[config.mk]
export PLATFORM = sky130hd
export DESIGN_NAME = spiflash_responder
export DESIGN_NICKNAME = d
export VERILOG_FILES = /design/src/rtl/spiflash_responder.sv
export SDC_FILE = /design/constraint.sdc
export NUM_CORES = 1
export LEC_CHECK = 0
export ABC_AREA = 1
export ABC_CLOCK_PERIOD_IN_PS = 3600
export CAP_MARGIN = 5
export CORE_UTILIZATION = 40
export CTS_BUF_LIST = sky130_fd_sc_hd__clkbuf_4 sky130_fd_sc_hd__clkbuf_8
export CTS_CLUSTER_SIZE = 14
export DETAILED_ROUTE_END_ITERATION = 8
export GPL_ROUTABILITY_DRIVEN = 0
export HOLD_SLACK_MARGIN = 0.12
export PLACE_DENSITY_LB_ADDON = 0.1
export REMOVE_ABC_BUFFERS = 1
export SLEW_MARGIN = 20
export SYNTH_ARGS = -nofsm -noshare
export SYNTH_HDL_FRONTEND = slang
export SYNTH_SLANG_ARGS = --single-unit
[constraint.sdc]
create_clock -name clk -period 3.6 [get_ports clk]
set_input_delay 0.36 -clock clk [delete_from_list [all_inputs] [get_ports clk]]
set_output_delay 0.36 -clock clk [all_outputs]
set_load 0.1 [all_outputs]
[src/rtl/spiflash_responder.sv]
// rtl/spiflash_responder.sv - SPI mode-0 flash device model streaming bytes from a synchronous byte memory
module spiflash_responder #(
    parameter int          ADDR_BITS          = 24,
    parameter logic [23:0] JEDEC_ID           = 24'hEF4016,
    parameter bit          START_POWERED_DOWN = 1'b1
) (
    input  logic                 clk,
    input  logic                 reset,
    input  logic                 spi_csb,
    input  logic                 spi_sclk,
    input  logic                 spi_mosi,
    output logic                 spi_miso,
    output logic                 spi_miso_oe,
    output logic                 mem_en,
    output logic [ADDR_BITS-1:0] mem_addr,
    input  logic [7:0]           mem_rdata,
    output logic                 powered_down
);

    typedef enum logic [2:0] {
        S_IDLE, S_CMD, S_ADDR, S_DATA, S_ID, S_WAKE, S_SLEEP, S_IGNORE
    } state_t;

    state_t      state, state_next;
    logic [2:0]  csb_q, sclk_q;
    logic [1:0]  mosi_q;
    logic [22:0] shift_in;
    logic [23:0] shift_next;
    logic [4:0]  bit_cnt;
    logic [2:0]  out_pos;
    logic [7:0]  out_shift, prefetch, byte_src;
    logic [1:0]  id_idx;
    logic        rd_pending;
    logic        csb_rise, csb_fall, sclk_rise, sclk_fall, launch;

    // Edges are taken between the second and third flop so every event sees settled mosi.
    assign csb_rise   =  csb_q[1]  & ~csb_q[2];
    assign csb_fall   = ~csb_q[1]  &  csb_q[2];
    assign sclk_rise  =  sclk_q[1] & ~sclk_q[2];
    assign sclk_fall  = ~sclk_q[1] &  sclk_q[2];
    assign shift_next = {shift_in, mosi_q[1]};
    assign launch     = sclk_fall && (state == S_DATA || state == S_ID ||
                                      (state == S_ADDR && bit_cnt == 5'd24));

    always_comb begin
        byte_src = prefetch;
        if (state == S_ID) begin
            case (id_idx)
                2'd0:    byte_src = JEDEC_ID[23:16];
                2'd1:    byte_src = JEDEC_ID[15:8];
                2'd2:    byte_src = JEDEC_ID[7:0];
                default: byte_src = 8'h00;
            endcase
        end
    end

    always_ff @(posedge clk) begin
        if (reset) begin
            state <= S_IDLE;
        end else begin
            state <= state_next;
        end
    end

    always_comb begin
        state_next = state;
        if (csb_rise) begin
            state_next = S_IDLE;
        end else begin
            case (state)
                S_IDLE: if (csb_fall) state_next = S_CMD;
                S_CMD: begin
                    if (sclk_rise && bit_cnt == 5'd7) begin
                        case (shift_next[7:0])
                            8'h03:   state_next = powered_down ? S_IGNORE : S_ADDR;
                            8'h9F:   state_next = powered_down ? S_IGNORE : S_ID;
                            8'hAB:   state_next = S_WAKE;
                            8'hB9:   state_next = powered_down ? S_IGNORE : S_SLEEP;
                            default: state_next = S_IGNORE;
                        endcase
                    end
                end
                S_ADDR: if (sclk_fall && bit_cnt == 5'd24) state_next = S_DATA;
                S_WAKE, S_SLEEP: if (sclk_rise) state_next = S_IGNORE;
                default: state_next = state;
            endcase
        end
    end

    always_ff @(posedge clk) begin
        if (reset) begin
            csb_q        <= 3'b111;
            sclk_q       <= 3'b000;
            mosi_q       <= 2'b00;
            shift_in     <= '0;
            bit_cnt      <= '0;
            out_pos      <= '0;
            out_shift    <= '0;
            prefetch     <= '0;
            id_idx       <= '0;
            rd_pending   <= 1'b0;
            spi_miso     <= 1'b0;
            spi_miso_oe  <= 1'b0;
            mem_en       <= 1'b0;
            mem_addr     <= '0;
            powered_down <= START_POWERED_DOWN;
        end else begin
            csb_q      <= {csb_q[1:0], spi_csb};
            sclk_q     <= {sclk_q[1:0], spi_sclk};
            mosi_q     <= {mosi_q[0], spi_mosi};
            mem_en     <= 1'b0;
            rd_pending <= mem_en;
            if (rd_pending) prefetch <= mem_rdata;

            if (csb_rise) begin
                spi_miso    <= 1'b0;
                spi_miso_oe <= 1'b0;
                bit_cnt     <= '0;
                out_pos     <= '0;
                if (state == S_WAKE)  powered_down <= 1'b0;
                if (state == S_SLEEP) powered_down <= 1'b1;
            end else begin
                if (state == S_IDLE && csb_fall) begin
                    bit_cnt <= '0;
                    out_pos <= '0;
                    id_idx  <= '0;
                end
                if (sclk_rise && (state == S_CMD || state == S_ADDR) && bit_cnt != 5'd24) begin
                    shift_in <= shift_next[22:0];
                    bit_cnt  <= (state == S_CMD && bit_cnt == 5'd7) ? 5'd0 : bit_cnt + 5'd1;
                end
                if (sclk_rise && state == S_ADDR && bit_cnt == 5'd23) begin
                    mem_addr <= shift_next[ADDR_BITS-1:0];
                    mem_en   <= 1'b1;
                end
                // Byte boundary: emit the held byte and fetch its successor for the next boundary.
                if (launch) begin
                    if (out_pos == 3'd0) begin
                        spi_miso    <= byte_src[7];
                        out_shift   <= {byte_src[6:0], 1'b0};
                        spi_miso_oe <= 1'b1;
                        if (state == S_ID) begin
                            id_idx <= (id_idx == 2'd3) ? 2'd3 : id_idx + 2'd1;
                        end else begin
                            mem_addr <= mem_addr + {{(ADDR_BITS-1){1'b0}}, 1'b1};
                            mem_en   <= 1'b1;
                        end
                    end else begin
                        spi_miso  <= out_shift[7];
                        out_shift <= {out_shift[6:0], 1'b0};
                    end
                    out_pos <= out_pos + 3'd1;
                end
            end
        end
    end

endmodule

==> results.toml, run 1 <==
[run_status]
status = "finished clean"

[worst_setup_path]
cp_num_buf_inv = 1
reg2reg_slack_ns = 1.35
r2r_cells = 10
cpPeakStageDelay_ns = 1.20
r2r-start = "bit_cnt[0]"
slowest_stage = "clkdlybuf4s50_1"
path_delay_family = "buffers and inverters"
path_max_fanout = 8
cp_cell_sequence = "clkdlybuf4s50_1"
critPathKind = "register to primary output"
cp-end-kind = "primary output"
worstPathArrival_ns = 2.10
crit_required_ns = 3.24
cp-start-kind = "register"
worstReg2RegEnd = "shift_in[10]"

[logic_synthesis]
synth_seq_area_share_pct = 37.4
ys_seq_elements = 88
yosysTopAreaCell = "dfxtp_1"
yosys_warnings = 0
synth_area_sq_um = 4720
syn_inst = 720
synthTopCellsByArea = "dfxtp_1 (37%), nand2_1 (15%), nor2_1 (7.2%), nand3_1 (7.1%), o21ai_0 (6.0%)"
post-synth-top-area-fraction_pct = 37.4
synth.distinct_cells = 37
syn_area_per_cell_sq_um = 6.55

[pwr]
p_leak_uw = 0.00220
vdd_drop_max_mv = 0.229
pwr_density_cell_nw_per_um2 = 377

[routing]
via_count = 4443
wl_um = 11800
drc = 0
vias_per_cell = 4.94
wl_per_cell_um = 13.1
drt-pass1-iter-count = 5
antenna_left = 0
drt_iter0_drc = 171

[sta]
tightest_slew_ns = 0.973
hold_slack_ns = 0.403
tns_ns = 0
finalCriticalPeriod_ns = 2.46
max_freq_ghz = 0.407
setup_viol = 0
rsz0062_at_grt = "false"
final_max_slew_viol_count = 0
skew_ns = 0.0114
relSlewSlack_pct = 34.9
final_hold_viol_count = 0
post-route-period-util_pct = 68.2

[floorplan]
dieArea_sq_um = 12200
start_util_pct = 41.1
num_rows = 39
core_area_sq_um = 11500
die_h_um = 111
io_pins = 41
die_w_um = 111

[worst_hold_path]
holdPathStages = 2
min_to = "mosi_q[1]"
hold_path_class = "register to register"
hold_path.startpoint = "mosi_q[0]"

[clock_network]
numCtsBuffers = 9
ctsResizeCount = 0
clk_path_buf_depth = 2
cts_htree_levels = 3
cts_tree = "done"
clock_latency_ns = 0.37
hold_buffers = 0
clk_pin_slew_ns = 0.09
cts-root-buf = "clkbuf_8"
cts_setup_buffers = 0
cts.sinks = 88

[layout]
final_cell_mix = "nand2_1 (192), nor2_1 (91), dfxtp_1 (88), inv_1 (71), nand3_1 (67)"
drive_gt1_share_pct = 7.28
nets = 769
antenna_cells = 0
area_delta_synth_final_pct = 13.6
final_common_cell = "nand2_1"

[job]
cap_violations = 0

[global_route]
grt_pass1_wl_um = 20100
grt_overflow = 0
grt_pass1_vias = 4179
antenna_found_initial = 0
grt_usage_pct = 20.1
grt_max_degree = 37

[place]
dp_hpwl_um = 8280
io_buffers = 40
[cell usage after synthesis]
cell,count
nand2_1,192
nor2_1,91
dfxtp_1,88
inv_1,71
nand3_1,67
o21ai_0,57
a21oi_1,42
nand2_2,10
nor3_1,9
buf_2,8
xnor2_1,8
clkbuf_1,7
nor2_2,7
o21ai_1,7
nand4_1,6
xor2_1,6
ha_1,5
inv_2,5
buf_6,4
nor2_4,4
o211ai_1,4
buf_4,3
nand2_4,2
nand3_2,2
nand3b_1,2
or2_2,2
a41oi_1,1
buf_1,1
clkbuf_8,1
clkinv_1,1
clkinv_2,1
inv_4,1
nand3_4,1
nor3b_1,1
nor4_1,1
o22ai_1,1
o311ai_0,1
[report_power, final]
group | internal (uW) | switching, uW
registers | 1010 | 40.3
clock network | 286 | 363
logic | 99.2 | 217
[how the worst max path moves through the flow]
stage / end / slack (ns) / cells past startpoint / from
finish: mem_addr[2] / 1.14 / 1 / mem_addr[2]
global route: mem_addr[2] / 1.07 / 1 / mem_addr[2]
CTS: mem_addr[2] / 1.10 / 1 / mem_addr[2]
detailed placement: shift_in[10] / 1.35 / 10 / bit_cnt[0]
global placement: shift_in[10] / 1.39 / 10 / bit_cnt[0]
floorplan: mem_addr[20] / 1.24 / 10 / mem_addr[0]
[sequential cells by signal (all words and copies together) (netlist names), 3 cells and up]
signal and cells:
out_shift 7, mem_addr 24, sclk_q 3, out_pos 3, shift_in 23, state 3, bit_cnt 5, csb_q 3
prefetch 8
[cell families after synthesis]
| logic type | count (synthesis) | synth area share [%] |
|---|---|---|
| buffers and inverters | 103 | 9.58 |
| AND/OR/NAND/NOR | 397 | 36.7 |
| flip-flops | 88 | 37.4 |
| AO/OA/AOI/OAI | 113 | 12.4 |
| XOR/XNOR | 14 | 2.60 |
| adder cells (fa/ha/maj) | 5 | 1.33 |
[worst register-to-register path, cell delays in order (launching register included)]
cell and delay (ns):
dfxtp_1 0.40, inv_1 0.06, ha_1 0.19, nand2_1 0.10, nor2_2 0.06, nor2_1 0.10
nand3_2 0.15, nor2_4 0.54, inv_2 0.27, o21ai_0 0.23, a21oi_1 0.06
[layout make-up]
| cell class | instances | area [sq um] |
|---|---|---|
| Fill cell | 1201 | 6110 |
| Multi-Input combinational cell | 529 | 2500 |
| Sequential cell | 88 | 1760 |
| Timing Repair Buffer | 44 | 430 |
| Inverter | 79 | 300 |
| Tap cell | 143 | 179 |
| Clock buffer | 11 | 151 |
| Clock inverter | 5 | 31.3 |
[metal layers]
metal  wire (um)  GRT usage (%)
met1        5720           27.0
met2        5510           33.2
met3         377           2.52
met4         161           7.20
met5           0              0
[per-stage QoR]
step	cells	setup slack [ns]	total power [uW]	area (sq um)	util, %
global route	899	1.07	2130	5360	46.7
finish	899	1.14	2020	5360	46.7
detailed placement	883	1.35	1390	5170	45.1
CTS	899	1.10	2050	5360	46.7
global placement	883	1.39	1390	5170	45.1
floorplan	696	1.24	1300	4560	-
Note: power is estimated with default switching activity, not from simulation.
==> inputs of run 2 (changes only) <==
--- a/config.mk
+++ b/config.mk
@@ -6,7 +6,7 @@
 export NUM_CORES = 1
 export LEC_CHECK = 0
 export ABC_AREA = 1
-export ABC_CLOCK_PERIOD_IN_PS = 3600
+export ABC_CLOCK_PERIOD_IN_PS = 2120
 export CAP_MARGIN = 5
 export CORE_UTILIZATION = 40
 export CTS_BUF_LIST = sky130_fd_sc_hd__clkbuf_4 sky130_fd_sc_hd__clkbuf_8
==> constraint.sdc (replaced) <==
create_clock -name clk -period 2.12 [get_ports clk]
set_input_delay 0.212 -clock clk [delete_from_list [all_inputs] [get_ports clk]]
set_output_delay 0.212 -clock clk [all_outputs]
set_load 0.1 [all_outputs]
==> results.toml, run 2 (synthesis gave the netlist of run 1 again) <==
[floorplan]
num_rows = 39
core_area_sq_um = 11500
die_w_um = 111
dieArea_sq_um = 12200
die_h_um = 111
start_util_pct = 41.1
io_pins = 41

[sta]
final_hold_viol_count = 0
final_max_slew_viol_count = 0
rsz0062_at_grt = "false"
skew_ns = 0.0136
relSlewSlack_pct = 68.4
post-route-period-util_pct = 87.2
max_freq_ghz = 0.541
tightest_slew_ns = 0.472
setup_viol = 0
finalCriticalPeriod_ns = 1.85

[worst_setup_path]
reg2reg_slack_ns = 0.27
worstPathArrival_ns = 2.17
critPathKind = "register to register"
path_max_fanout = 30
slowest_stage = "dfxtp_1"
worstReg2RegEnd = "mem_addr[20]"
crit_required_ns = 2.44
cpPeakStageDelay_ns = 0.40
r2r_cells = 12
cp-start-kind = "register"
r2r-start = "bit_cnt[0]"
cp-end-kind = "register"
cp_cell_sequence = "ha_1, nand2_2, inv_2, nand2_2, nor2_2, nand2_2, buf_12, nand2_1, o21ai_1, a21oi_1, nand2_1, nand2_1"

[clock_network]
clk_path_buf_depth = 2
ctsResizeCount = 0
cts_tree = "done"
clk_pin_slew_ns = 0.09
cts_setup_buffers = 0
cts_htree_levels = 3
numCtsBuffers = 9
cts.sinks = 88
hold_buffers = 0
clock_latency_ns = 0.37
cts-root-buf = "clkbuf_8"

[routing]
drc = 0
antenna_left = 0
via_count = 4530
vias_per_cell = 4.98
wl_per_cell_um = 12.9
drt_iter0_drc = 279
wl_um = 11700
drt-pass1-iter-count = 5

[global_route]
grt_usage_pct = 20.0
antenna_found_initial = 0
grt_overflow = 0
grt_pass1_wl_um = 19900
grt_pass1_vias = 4091
grt_max_degree = 33

[layout]
final_cell_mix = "nand2_1 (192), nor2_1 (91), dfxtp_1 (88), inv_1 (71), nand3_1 (67)"
final_area_sq_um = 5460
area_delta_synth_final_pct = 15.9
largestRegisters = "mem_addr x24, shift_in x23, prefetch x8"
top_register = "mem_addr"
drive_gt1_share_pct = 12.1
antenna_cells = 0
n_fill_cell = 1195
largest_register_ff_count = 24
final_common_cell = "nand2_1"
nets = 779

[pwr]
p_leak_uw = 0.00235
power.total_uw = 3900
vdd_drop_max_mv = 0.457
pwr_density_cell_nw_per_um2 = 714

[worst_hold_path]
hold_path_class = "input port to register"
min_to = "sclk_q[0]"
hold_path.startpoint = "spi_sclk"
holdPathStages = 3

[place]
io_buffers = 40
dp_hpwl_um = 8400
post_dp_cell_area_sq_um = 5190

[job]
cap_violations = 0

[run_status]
status = "finished clean"
[run 2: worst max path at each step]
stage | startpoint | end | depth (start not counted)
after CTS | bit_cnt[0] | mem_addr[20] | 12
after global routing | mem_addr[1] | mem_addr[16] | 10
after global placement | bit_cnt[0] | mem_addr[18] | 12
after floorplan | mem_addr[0] | mem_addr[20] | 10
after detailed placement | bit_cnt[0] | mem_addr[20] | 12
final | bit_cnt[0] | mem_addr[20] | 12
[run 2: area by class of cell]
cell class                 instances  area (sq um)  share of cell area [%]
clock buffer                      11           145                    2.66
clock inverter                     5           128                    2.34
inverter                          79           300                    5.50
multi-input combinational        529          2500                    45.8
sequential                        88          1760                    32.2
tap                              143           179                    3.27
timing repair buffer              54           448                    8.20
[run 2: power breakdown]
group	internal, uW	switching, uW
clock	948	619
sequential	1720	63.8
combinational	177	374
[run 2: metal layers]
layer | vias up | wire (um) | track usage, %
met2 | 110 | 5210 | 31.1
li1 | 2389 | - | -
met3 | 12 | 517 | 3.79
met5 | - | 0 | 0
met4 | 0 | 149 | 7.02
met1 | 2019 | 5830 | 27.6
[run 2: metrics by stage]
step	worst slack, ns	TNS (ns)	hold WS (ns)	std cells	util, %
4_1_cts	0.286	0	0.323	909	47.6
3_3_place_gp	0.340	0	0.391	893	45.3
6_report	0.272	0	0.352	909	47.6
3_5_place_dp	0.317	0	0.399	893	45.3
5_1_grt	0.0805	0	0.347	909	47.6
2_1_floorplan	-0.242	-1.24	0.281	696	-
[run 2: critical path, delay by kind of cell (launching register included)]
| kind | cells | cell delay [ns] |
|---|---|---|
| buffers and inverters | 2 | 0.26 |
| adder cells (fa/ha/maj) | 1 | 0.20 |
| AO/OA/AOI/OAI | 2 | 0.28 |
| AND/OR/NAND/NOR | 7 | 0.66 |
| flip-flops | 1 | 0.40 |
